<file path="src/rtl/ps2_pkg.sv">
// Shared constants, FSM encoding and frame check for the PS/2 keyboard receiver.
package ps2_pkg;

  localparam logic [7:0]  PS2_PREFIX_EXT = 8'hE0;
  localparam logic [7:0]  PS2_PREFIX_BRK = 8'hF0;
  localparam int unsigned PS2_FRAME_BITS = 10;

  typedef enum logic [1:0] {
    IDLE,
    SHIFT,
    CHECK
  } ps2_state_e;

  // Frame layout after the start bit: [7:0] data, [8] parity, [9] stop.
  function automatic logic frame_ok(input logic [PS2_FRAME_BITS-1:0] f);
    return (^f[8:0]) && f[9];
  endfunction

endpackage

</file>
<file path="src/rtl/ps2_sync_filter.sv">
// Two-flop synchronisers for PS/2 clock/data plus a FILTER_LEN-cycle glitch
// filter on the clock; emits a one-cycle strobe on each filtered falling edge.
module ps2_sync_filter #(
  parameter int unsigned FILTER_LEN = 8
) (
  input  logic clk,
  input  logic reset,
  input  logic ps2clk,
  input  logic ps2data,
  output logic fall,
  output logic data
);

  localparam int unsigned CW = $clog2(FILTER_LEN + 1);

  logic [1:0]    clk_sync;
  logic [1:0]    data_sync;
  logic          filt;
  logic [CW-1:0] cnt;

  always_ff @(posedge clk) begin
    if (reset) begin
      clk_sync  <= '1;
      data_sync <= '1;
      filt      <= 1'b1;
      cnt       <= '0;
      fall      <= 1'b0;
    end else begin
      clk_sync  <= {clk_sync[0], ps2clk};
      data_sync <= {data_sync[0], ps2data};
      fall      <= 1'b0;
      // Any sample matching the current filtered level restarts the run.
      if (clk_sync[1] == filt) begin
        cnt <= '0;
      end else if (cnt == CW'(FILTER_LEN - 1)) begin
        filt <= clk_sync[1];
        cnt  <= '0;
        fall <= filt;
      end else begin
        cnt <= cnt + 1'b1;
      end
    end
  end

  assign data = data_sync[1];

endmodule

</file>
<file path="src/rtl/ps2_kbd_rx.sv">
// PS/2 keyboard receiver: deframes device-to-host bytes into a small FIFO.
// Define PS2_BREAK_DECODE_EN to fold E0/F0 prefixes into o_ext/o_brk flags.
module ps2_kbd_rx
  import ps2_pkg::*;
#(
  parameter int unsigned CLK_HZ     = 25000000,
  parameter int unsigned FILTER_LEN = 8,
  parameter int unsigned TIMEOUT_US = 200,
  parameter int unsigned FIFO_DEPTH = 4
) (
  input  logic       clk,
  input  logic       reset,
  input  logic       ps2clk,
  input  logic       ps2data,
  output logic [7:0] o_data,
  output logic       o_ext,
  output logic       o_brk,
  output logic       o_valid,
  input  logic       i_ready,
  output logic       o_err,
  output logic       o_ovf
);

  localparam int unsigned TIMEOUT_CYC = CLK_HZ / 1000000 * TIMEOUT_US;
  localparam int unsigned TW          = $clog2(TIMEOUT_CYC + 1);
  localparam int unsigned AW          = $clog2(FIFO_DEPTH);
`ifdef PS2_BREAK_DECODE_EN
  localparam int unsigned EW = 10;
`else
  localparam int unsigned EW = 8;
`endif

  logic                      fall;
  logic                      data;
  ps2_state_e                state, state_nxt;
  logic [PS2_FRAME_BITS-1:0] shreg;
  logic [3:0]                bitcnt;
  logic [TW-1:0]             tcnt;
  logic                      timeout;
  logic                      frame_good;
  logic                      frame_bad;
  logic                      timeout_err;
  logic                      push;
  logic [EW-1:0]             push_entry;

  ps2_sync_filter #(.FILTER_LEN(FILTER_LEN)) u_filter (
    .clk    (clk),
    .reset  (reset),
    .ps2clk (ps2clk),
    .ps2data(ps2data),
    .fall   (fall),
    .data   (data)
  );

  assign timeout     = !fall && (tcnt == TW'(TIMEOUT_CYC - 1));
  assign timeout_err = (state == SHIFT) && timeout;
  assign frame_good  = (state == CHECK) && frame_ok(shreg);
  assign frame_bad   = (state == CHECK) && !frame_ok(shreg);

  always_ff @(posedge clk) begin
    if (reset) state <= IDLE;
    else       state <= state_nxt;
  end

  always_comb begin
    state_nxt = state;
    case (state)
      IDLE:  if (fall && !data) state_nxt = SHIFT;
      SHIFT: begin
        if (timeout) state_nxt = IDLE;
        else if (fall && bitcnt == 4'(PS2_FRAME_BITS - 1)) state_nxt = CHECK;
      end
      CHECK:   state_nxt = IDLE;
      default: state_nxt = IDLE;
    endcase
  end

  always_ff @(posedge clk) begin
    if (reset) begin
      shreg  <= '0;
      bitcnt <= '0;
      tcnt   <= '0;
    end else if (state == SHIFT) begin
      if (fall) begin
        shreg  <= {data, shreg[PS2_FRAME_BITS-1:1]};
        bitcnt <= bitcnt + 1'b1;
        tcnt   <= '0;
      end else begin
        tcnt <= tcnt + 1'b1;
      end
    end else begin
      bitcnt <= '0;
      tcnt   <= '0;
    end
  end

`ifdef PS2_BREAK_DECODE_EN
  logic ext_q, brk_q;
  logic is_prefix;

  assign is_prefix  = (shreg[7:0] == PS2_PREFIX_EXT) || (shreg[7:0] == PS2_PREFIX_BRK);
  assign push       = frame_good && !is_prefix;
  assign push_entry = {ext_q, brk_q, shreg[7:0]};

  // Flags clear on the consuming byte even if the FIFO drops it.
  always_ff @(posedge clk) begin
    if (reset || frame_bad || timeout_err) begin
      ext_q <= 1'b0;
      brk_q <= 1'b0;
    end else if (frame_good) begin
      if (shreg[7:0] == PS2_PREFIX_EXT) begin
        ext_q <= 1'b1;
      end else if (shreg[7:0] == PS2_PREFIX_BRK) begin
        brk_q <= 1'b1;
      end else begin
        ext_q <= 1'b0;
        brk_q <= 1'b0;
      end
    end
  end
`else
  assign push       = frame_good;
  assign push_entry = shreg[7:0];
`endif

  logic [EW-1:0] mem [FIFO_DEPTH];
  logic [AW:0]   wptr, rptr;
  logic          empty, full, pop, wr;
  logic [EW-1:0] head;

  assign empty = (wptr == rptr);
  assign full  = (wptr[AW] != rptr[AW]) && (wptr[AW-1:0] == rptr[AW-1:0]);
  assign pop   = !empty && i_ready;
  assign wr    = push && (!full || pop);

  always_ff @(posedge clk) begin
    if (wr) mem[wptr[AW-1:0]] <= push_entry;
  end

  always_ff @(posedge clk) begin
    if (reset) begin
      wptr  <= '0;
      rptr  <= '0;
      o_err <= 1'b0;
      o_ovf <= 1'b0;
    end else begin
      if (wr)  wptr <= wptr + 1'b1;
      if (pop) rptr <= rptr + 1'b1;
      o_err <= frame_bad || timeout_err;
      o_ovf <= push && full && !pop;
    end
  end

  assign head    = empty ? '0 : mem[rptr[AW-1:0]];
  assign o_valid = !empty;
  assign o_data  = head[7:0];
`ifdef PS2_BREAK_DECODE_EN
  assign o_ext   = head[9];
  assign o_brk   = head[8];
`else
  assign o_ext   = 1'b0;
  assign o_brk   = 1'b0;
`endif

endmodule

</file>
<file path="config.mk">
export PLATFORM = sky130hd
export DESIGN_NAME = ps2_kbd_rx
export DESIGN_NICKNAME = d
export VERILOG_FILES = /design/src/rtl/ps2_pkg.sv /design/src/rtl/ps2_sync_filter.sv /design/src/rtl/ps2_kbd_rx.sv
export SDC_FILE = /design/constraint.sdc
export NUM_CORES = 1
export LEC_CHECK = 0
export ABC_AREA = 0
export CAP_MARGIN = 20
export CORE_MARGIN = 4
export CORE_UTILIZATION = 59
export DETAILED_ROUTE_END_ITERATION = 12
export PLACE_DENSITY = 0.79
export SLEW_MARGIN = 20
export SYNTH_ARGS = -nofsm -noshare
export SYNTH_HDL_FRONTEND = slang
export SYNTH_SLANG_ARGS = --single-unit
export TNS_END_PERCENT = 50
</file>
<file path="constraint.sdc">
create_clock -name clk -period 2.5 [get_ports clk]
set_input_delay 0.5 -clock clk [delete_from_list [all_inputs] [get_ports clk]]
set_output_delay 0.5 -clock clk [all_outputs]
set_load 0.05 [all_outputs]
</file>
Word-level counts from Yosys, hierarchy flattened
Memories as Yosys holds them, arrays and structs flattened. A register that Yosys moved wholly into a read port is not among the register bits.
Index checks and enable logic that the tools add are counted.
Storage, ports and cells
  register bits: 47
  memory bits (writable): 32
  bits of input ports: 5
  output and inout bits: 13
  logic and storage cells: 71
  memories kept: 1
Cells by class
  $add $sub $neg: 5
  equal/unequal tests: 11
  multiplexer cells: 9
  bitwise logic cells: 3
  reductions and logical operators: 29
Memory list
  mem: depth 4, width 8, read ports 1, clocked after Yosys merged registers in 1, write ports 1, RTL line ps2_kbd_rx.sv:126  | logic [EW-1:0] mem [FIFO_DEPTH];
Operator list (count)
  adder 13 x 1 -> 13 bit, second input constant: 1
  equality test 13 bit, second input constant: 1
  logical AND 1 bit: 12
  2-to-1 mux 2 bit: 5
  OR reduction 3 bit: 3
  parity 9 bit: 1
  adder 4 x 1 -> 4 bit, second input constant: 2
  2-to-1 mux 8 bit: 1
  adder 3 x 1 -> 3 bit, second input constant: 2
  zero test 1 bit: 6
  AND reduction 2 bit: 3
  equality test 4 x 3 -> 1 bit, second input constant: 1
  equality test 4 bit, second input constant: 1
  case mux 2 bit (2 select lines): 1
  equality test 3 bit: 1
  inequality test 3 bit, second input constant: 1
  inverter 1 bit: 3
  equality test 2 x 1 -> 1 bit, second input constant: 1
  equality test 2 bit: 1
  equality test 2 bit, second input constant: 1
  zero test 2 bit: 1
  logical OR 1 bit: 2
  2-to-1 mux 1 bit: 2
  inequality test 2 bit, second input constant: 1
  3 further kinds: 3

Depth between registers and ports, before layout
Gate-level depths: netlist of run 1.
  depth in word-level cells: 7
  depth in mapped cells: 6
  depth with buffers taken out: 6

Hierarchy
A second synthesis of run 1 with hierarchy kept.
Unflattened totals
  cell total of the unflattened synthesis: 265
  area total of the unflattened synthesis: 3318.2 µm²
Modules (own cells, without submodules)
  ps2_kbd_rx: instances 1, cells an instance 236, area an instance 2984.1 µm², seq. area each 1741.7 µm²
  ps2_sync_filter: instances 1, cells an instance 29, area an instance 334.1 µm², seq. area each 200.2 µm²

Worst setup path before layout of run 1
No wires, ideal clock.
  kind: reg2out
  start point: register wptr[2]
  end point: output port o_data[0]
  arrival: 1733 ps
  required time: 2000 ps
  setup slack: 267 ps
  cell stages (with the launch flop): 5
  buffers on the path: 1
  cells stage by stage: dfxtp_1 xor2_1 nand3b_1 clkbuf_1 and2_1
On the way
  cells in the longest elaborated chain, start to end: 2
Ends and longest elaborated chain
  start, declared: RTL line ps2_kbd_rx.sv:127  | logic [AW:0] wptr, rptr;
  start signal, assigned: RTL line ps2_kbd_rx.sv:147  | if (wr) wptr <= wptr + 1'b1;
  equality test 3 bit: RTL line ps2_kbd_rx.sv:131  | assign empty = (wptr == rptr);
  2-to-1 mux 8 bit: RTL line ps2_kbd_rx.sv:154  | assign head = empty ? '0 : mem[rptr[AW-1:0]];
  end, declared: RTL line ps2_kbd_rx.sv:15  | output logic [7:0] o_data,
Every way passes these cells.

Worst setup path in the final report of run 1
  start point: register shreg[3]
  end point: memory mem[2][2] (enable)
On the way
  cells in the longest elaborated chain, start to end: 6
Ends and longest elaborated chain
  start, declared: RTL line ps2_kbd_rx.sv:36  | logic [PS2_FRAME_BITS-1:0] shreg;
  start signal, assigned: RTL line ps2_kbd_rx.sv:85  | shreg <= {data, shreg[PS2_FRAME_BITS-1:1]};
  parity 9 bit: RTL line ps2_pkg.sv:16  | return (^f[8:0]) && f[9];
  logical AND 1 bit: RTL line ps2_pkg.sv:16
  logical AND 1 bit: RTL line ps2_kbd_rx.sv:57  | assign frame_good = (state == CHECK) && frame_ok(shreg);
  logical AND 1 bit: RTL line ps2_kbd_rx.sv:134  | assign wr = push && (!full || pop);
  2-to-1 mux 1 bit: RTL line ps2_kbd_rx.sv:137  | if (wr) mem[wptr[AW-1:0]] <= push_entry;
  2-to-1 mux 1 bit (implied by the code): RTL line ps2_kbd_rx.sv:137
  end, declared: RTL line ps2_kbd_rx.sv:126
Every way passes these cells.

==> run_results.csv, run 1 <==
group,metric,value,unit
pwr,p_per_area,616.4,nW/µm²
timing,setup_tns,0,ns
yosys,avgSynthCellArea,12.36,µm²
pwr,combPwrFrac,1.2,%
die,initial_core_util,60.52,%
worst_hold_path,min_path_type,"reg -> reg",
cells_and_area,regArea,1942,µm²
cells_and_area,drive_gt1_share,16.72,%
setup_path,worst-path-buf-inv,0,
grt,antenna_found_initial,0,
grt,grt_usage,16.19,%
route,wl,5130,µm
cells_and_area,area_delta_synth_final,11.79,%
run_status,status,"complete, no violations",
yosys,syn_inst,268,
setup_path,cp_cell_sequence,"xor2_1 -> xnor3_1 -> mux2_4 -> nor3b_4 -> and2_2",
clock_network,cts_buffer_depth,2,
timing,layout_min_cycle_time,2.351,ns
route,route.detailed.drc,0,
route,vias,1900,
grt,overflow,0,
yosys,synth_seq_cells,81,
grt,grt_max_degree,31,
pwr,p_switching,0.0004577,W
die,die_w,82.92,µm
die,die_h,82.92,µm
place,place_congestion,0.7956,
timing,fin_crit_sh,94.04,%
setup_path,critical-path-slowest-cell,"dfxtp_1",
clock_network,htree_levels,3,
pwr,finalPower,0.002282,W
setup_path,end_kind,"flop",
setup_path,crit_cells,5,
clock_network,clock-sinks,81,
die,coreArea,5473,µm²
yosys,synthDistinctLibCells,35,
pwr,clkPwrFrac,39.0,%
pwr,switching_share,20.06,%
route,drt_iter0_markers,60,
die,num_rows,27,
timing,max_freq,425.3,MHz
setup_path,rr_endpoint,"mem[2][2]",
setup_path,reg2reg_from,"shreg[3]",
place,dp_hpwl,3504,µm
setup_path,reg2reg_slack,0.15,ns
yosys,yosysTopAreaCellShare,29.62,%
cells_and_area,num-nets-final,302,
timing,timing.final.ws_setup,0.1489,ns
place,dp.cells,349,
setup_path,startpoint_type,"flop",
yosys,yosys-top-cells-area,"dfxtp_1 30%, edfxtp_1 29%, mux4_2 5.4%, nor2_1 5.1%, mux2i_1 3.9%",
cells_and_area,layoutNonFillerInstCount,365,
pwr,peakVddDrop,0.4671,mV
timing,hold_violations,0,
timing,rsz0062_at_grt,"false",
setup_path,crit_type,"reg -> reg",
setup_path,arrival,2.39,ns
yosys,yosys_warnings,0,
timing,clock_skew,0.007061,ns
timing,slew_headroom,56.30,%
run,max_cap_violations,0,
place,dp_slack,0.1258,ns
route,ant_nets,0,
die,io_pins,18,
clock_network,post-cts-setup-buffer-count,0,
cells_and_area,multi_input_area,1313,µm²
place,port_buffers,15,
route,viasPerCell,5.205,
yosys,netlist_area,3312,µm²
yosys,synth_area_leader_cell,"dfxtp_1",
route,routedWlPerCell,14.05,µm
setup_path,critPathMaxStageDelay,0.46,ns
pwr,internal_power,0.001824,W
clock_network,cts_tree,"done",
grt,grt_pass1_vias,1867,
pwr,p_leak,1.381,nW
clock_network,cts-buffers-inserted,9,
cells_and_area,n_fill_cell,410,
die,die-area,6876,µm²
clock_network,cts_root_buf,"clkbuf_8",
timing,worstMarginPinSlew,0.6536,ns
cells_and_area,diodes,0,
setup_path,crit_path_end,"mem[2][2]",
route,drtPass1Iterations,4,
timing,final_max_slew_viol_count,0,
clock_network,clkLatencyLatePin,0.35,ns
grt,grt_first_pass_wirelength,8749,µm
setup_path,crit_required,2.54,ns
setup_path,startpoint,"shreg[3]",
clock_network,clkTransAtPathRegs,0.08,ns
setup_path,worst-path-max-fanout,8,
timing,setup_viol,0,
yosys,ys_seq_area_share,58.63,%
setup_path,cp_top_family,"simple AND/OR/NAND/NOR gates",
setup_path,rr_worst_depth,5,
pwr,p_seq_share,59.8,%
## metrics by stage
stage / cell area (µm²) / util [%] / hold slack, ns
after floorplan: 3316 / - / 0.3895
after global placement: 3515 / 64.22 / 0.3918
after detailed placement: 3515 / 64.22 / 0.3938
after CTS: 3700 / 67.60 / 0.4205
after global routing: 3702 / 67.65 / 0.4481
final: 3702 / 67.65 / 0.4200
## what timing repair did
item	in CTS	in global routing
hold buffers	0	0
endpoints found under the setup margin	0	5
endpoints found under the hold margin	0	0
resized for setup	0	2
## registers in the layout (all words and copies together) (netlist names), named ones only
signal              cells
mem                    32
tcnt                   13
shreg                  10
bitcnt                  4
u_filter.cnt            4
rptr                    3
wptr                    3
state                   2
u_filter.clk_sync       2
u_filter.data_sync      2
o_err                   1
o_ovf                   1
u_filter.fall           1
u_filter.filt           1
## worst min path at each step
stage                          start                     to  cells after the start
6_report       u_filter.data_sync[0]  u_filter.data_sync[1]                      1
5_1_grt         u_filter.clk_sync[0]   u_filter.clk_sync[1]                      1
4_1_cts        u_filter.data_sync[0]  u_filter.data_sync[1]                      1
3_5_place_dp    u_filter.clk_sync[0]   u_filter.clk_sync[1]                      1
3_3_place_gp    u_filter.clk_sync[0]   u_filter.clk_sync[1]                      1
2_1_floorplan   u_filter.clk_sync[0]   u_filter.clk_sync[1]                      1
## synth_stat cells
master	n
edfxtp_1	32
inv_1	4
a21oi_1	1
ha_1	9
xnor3_1	2
nand2_1	10
nor3_1	3
and2_2	3
clkbuf_1	9
mux2_2	1
or3b_2	1
nand2b_1	6
nor3b_1	1
conb_1	1
and2_1	8
nor4_1	3
nand3b_1	3
and3_1	1
a31oi_1	1
nand4_1	5
nor4b_1	1
dfxtp_1	49
buf_4	2
or2_2	5
mux2i_1	13
nor3b_4	1
nor2_1	45
nor2b_1	2
mux2_4	2
xor2_1	12
nand4b_1	2
a211oi_1	1
nand3_1	8
xnor2_1	13
mux4_2	8
## routing by layer
layer / vias up / wire length [µm] / share of wire (%) / GRT usage, %
met5: - / 0 / 0 / 0
li1: 961 / - / - / -
met2: 28 / 2597 / 51 / 27.11
met4: 0 / 136 / 2.7 / 10.10
met1: 898 / 2225 / 43 / 18.93
met3: 13 / 172 / 3.4 / 3.373
## cell type report
class	count	area share [%]
Clock buffer	9	3.346
Tap cell	72	2.433
Timing Repair Buffer	19	4.258
Inverter	4	0.4055
Multi-Input combinational cell	173	35.45
Sequential cell	81	52.45
Clock inverter	7	1.656
## logic make-up after synthesis
kind of cell / after synthesis / synth area share, %
xor+xnor: 27 / 7.971
simple gates: 108 / 16.77
fa+ha+maj: 9 / 3.400
other cells: 1 / 0.1132
buf+inv: 15 / 1.926
flops: 81 / 58.63
mux: 24 / 10.62
compound gates: 3 / 0.5667
## cell usage in the layout (no fill, tap or decap), drive strengths merged, types with 6 or more instances in the layout
master,n
and2,11
buf,13
clkbuf,9
clkdlybuf4s50,6
dfxtp,49
edfxtp,32
ha,9
mux2i,13
mux4,8
nand2,10
nand2b,6
nand3,8
nor2,45
xnor2,13
xor2,12
## power by group through the flow
stage	clock [W]	sequential, W	combinational, W
2_1_floorplan	0	0.00140	0.0000198
3_3_place_gp	0	0.00140	0.0000267
3_5_place_dp	0	0.00140	0.0000270
4_1_cts	0.000908	0.00137	0.0000272
5_1_grt	0.000968	0.00137	0.0000294
6_report	0.000890	0.00137	0.0000269
No activity file was read; power rests on OpenSTA's default activity.
==> inputs of run 2 (changes only) <==
--- a/config.mk
+++ b/config.mk
@@ -9,7 +9,9 @@
 export CAP_MARGIN = 20
 export CORE_MARGIN = 4
 export CORE_UTILIZATION = 59
+export CTS_CLUSTER_SIZE = 28
 export DETAILED_ROUTE_END_ITERATION = 12
+export HOLD_SLACK_MARGIN = 0.1
 export PLACE_DENSITY = 0.79
 export SLEW_MARGIN = 20
 export SYNTH_ARGS = -nofsm -noshare
==> results of run 2 <==
Same layout as run 1: the final DEF is identical, and so are final timing and power.
==> inputs of run 3 (changes only) <==
--- a/config.mk
+++ b/config.mk
@@ -12,7 +12,7 @@
 export CTS_CLUSTER_SIZE = 28
 export DETAILED_ROUTE_END_ITERATION = 12
 export HOLD_SLACK_MARGIN = 0.1
-export PLACE_DENSITY = 0.79
+export PLACE_DENSITY = 0.78
 export SLEW_MARGIN = 20
 export SYNTH_ARGS = -nofsm -noshare
 export SYNTH_HDL_FRONTEND = slang
==> constraint.sdc (replaced) <==
create_clock -name clk -period 2.5 [get_ports clk]
set_input_delay 0.375 -clock clk [delete_from_list [all_inputs] [get_ports clk]]
set_output_delay 0.375 -clock clk [all_outputs]
set_load 0.05 [all_outputs]
==> run_results.csv, run 3 (synthesis gave the netlist of run 1 again) <==
group,metric,value,unit
die,io_pins,18,
timing,setup_tns,0,ns
clock_network,cts_buffer_depth,2,
pwr,combPwrFrac,1.1,%
cells_and_area,regArea,1942,µm²
setup_path,startpoint_type,"flop",
grt,grt_pass1_vias,1991,
pwr,clkPwrFrac,44.2,%
route,drt_iter0_markers,86,
pwr,p_switching,0.0004665,W
die,die-area,6876,µm²
timing,rsz0062_at_grt,"false",
clock_network,cts_root_buf,"clkbuf_8",
die,die_w,82.92,µm
place,dp_hpwl,3668,µm
timing,fin_crit_sh,93.48,%
timing,layout_min_cycle_time,2.337,ns
route,ant_nets,0,
pwr,p_per_area,666.7,nW/µm²
timing,final_max_slew_viol_count,0,
route,viasPerCell,5.327,
timing,slew_headroom,56.83,%
run_status,status,"complete, no violations",
setup_path,rr_worst_depth,5,
die,coreArea,5473,µm²
route,drtPass1Iterations,4,
setup_path,critical-path-slowest-cell,"dfxtp_1",
cells_and_area,final_area,3742,µm²
clock_network,ctsHoldBuffers,0,
setup_path,cp_top_family,"flip-flops",
timing,hold_violations,0,
timing,worstMarginPinSlew,0.6456,ns
cells_and_area,layout_common_cells,"49 x dfxtp_1, 45 x nor2_1, 32 x edfxtp_1, 13 x xnor2_1, 13 x mux2i_1",
cells_and_area,area_delta_synth_final,13.00,%
grt,grt_max_degree,31,
place,place_area,3510,µm²
die,num_rows,27,
setup_path,crit_required,2.12,ns
clock_network,cts_tree,"done",
route,routedWlPerCell,14.72,µm
clock_network,clock-sinks,81,
grt,grt_usage,17.30,%
run,max_cap_violations,0,
setup_path,crit_cells,3,
cells_and_area,n_fill_cell,431,
grt,grt_first_pass_wirelength,9266,µm
place,place_congestion,0.7491,
cells_and_area,num-nets-final,301,
setup_path,crit_type,"reg -> out",
clock_network,clkLatencyLatePin,0.34,ns
worst_hold_path,hold_depth,1,
setup_path,cp_cell_sequence,"mux4_2 -> and2_1 -> buf_4",
setup_path,worst-path-buf-inv,1,
route,route.detailed.drc,0,
setup_path,arrival,1.96,ns
setup_path,end_kind,"output pin",
die,initial_core_util,60.52,%
clock_network,cts_resized,0,
die,die_h,82.92,µm
timing,setup_viol,0,
cells_and_area,final_common_cell,"dfxtp_1",
setup_path,worst-path-max-fanout,8,
pwr,switching_share,18.70,%
cells_and_area,drive_gt1_share,16.10,%
route,wl,5358,µm
setup_path,critPathMaxStageDelay,0.68,ns
timing,clock_skew,0.006616,ns
clock_network,clkTransAtPathRegs,0.08,ns
cells_and_area,largest_reg_flops,32,
pwr,p_leak,1.397,nW
pwr,peakVddDrop,0.4211,mV
cells_and_area,fin_util,68.38,%
clock_network,cts-buffers-inserted,9,
place,port_buffers,15,
pwr,internal_power,0.002028,W
clock_network,htree_levels,3,
grt,overflow,0,
timing,max_freq,427.9,MHz
pwr,p_seq_share,54.7,%
grt,antenna_found_initial,0,
clock_network,post-cts-setup-buffer-count,0,
route,vias,1939,
worst_hold_path,min_path_type,"reg -> reg",
cells_and_area,multi_input_area,1310,µm²
cells_and_area,diodes,0,
pwr,finalPower,0.002495,W
## run 3: cell types whose count changed in the layout (fill, tap and decap cells not counted), sizes merged
| cell | previous run | this run |
|---|---|---|
| buf | 13 | 11 |
| bufinv | 1 | 3 |
| clkdlybuf4s50 | 6 | 7 |
| clkinvlp | 1 | 0 |
| clkinv | 5 | 4 |
## run 3: worst reg2reg max path, stage by stage, from the launching register on
cell and delay [ns]:
dfxtp_1 0.47, xor2_1 0.18, xnor3_1 0.43, mux2_4 0.34, nor3b_4 0.27, and2_2 0.33
## run 3: worst paths after layout
kind,from,to,slack [ns]
hold / removal,u_filter.clk_sync[0],u_filter.clk_sync[1],0.42
hold reg to reg,u_filter.clk_sync[0],u_filter.clk_sync[1],0.42
setup / recovery,flop,o_data[3],0.16
setup reg to reg,shreg[4],mem[2][3],0.17
## run 3: final cells by class
| class | count | share of cell area [%] |
|---|---|---|
| inverter | 4 | 0.4012 |
| multi-input combinational | 173 | 35.01 |
| clock inverter | 7 | 2.909 |
| clock buffer | 9 | 3.310 |
| timing repair buffer | 18 | 4.079 |
| tap | 72 | 2.407 |
| sequential | 81 | 51.89 |
## run 3: power by group through the flow
stage / sequential (W) / clock [W] / combinational (W)
after floorplan: 0.00140 / 0 / 0.0000198
after global placement: 0.00140 / 0 / 0.0000271
after detailed placement: 0.00140 / 0 / 0.0000272
after CTS: 0.00136 / 0.00112 / 0.0000272
after global routing: 0.00137 / 0.00118 / 0.0000298
final: 0.00137 / 0.00110 / 0.0000272
## run 3: through the flow
| stage | setup WS, ns | hold WS, ns | cells |
|---|---|---|---|
| floorplan | 0.2740 | 0.3895 | 269 |
| global placement | 0.2194 | 0.3915 | 348 |
| detailed placement | 0.1717 | 0.3987 | 348 |
| CTS | 0.1090 | 0.4192 | 364 |
| global route | 0.01176 | 0.4377 | 364 |
| finish | 0.1631 | 0.4185 | 364 |
## run 3: layer usage
metal | track usage [%] | routed length [µm] | part of all wire (%) | up-vias
li1 | - | - | - | 966
met1 | 19.24 | 2312 | 43 | 929
met2 | 30.10 | 2764 | 52 | 34
met3 | 5.159 | 196 | 3.7 | 10
met4 | 8.321 | 85 | 1.6 | 0
met5 | 0 | 0 | 0 | -
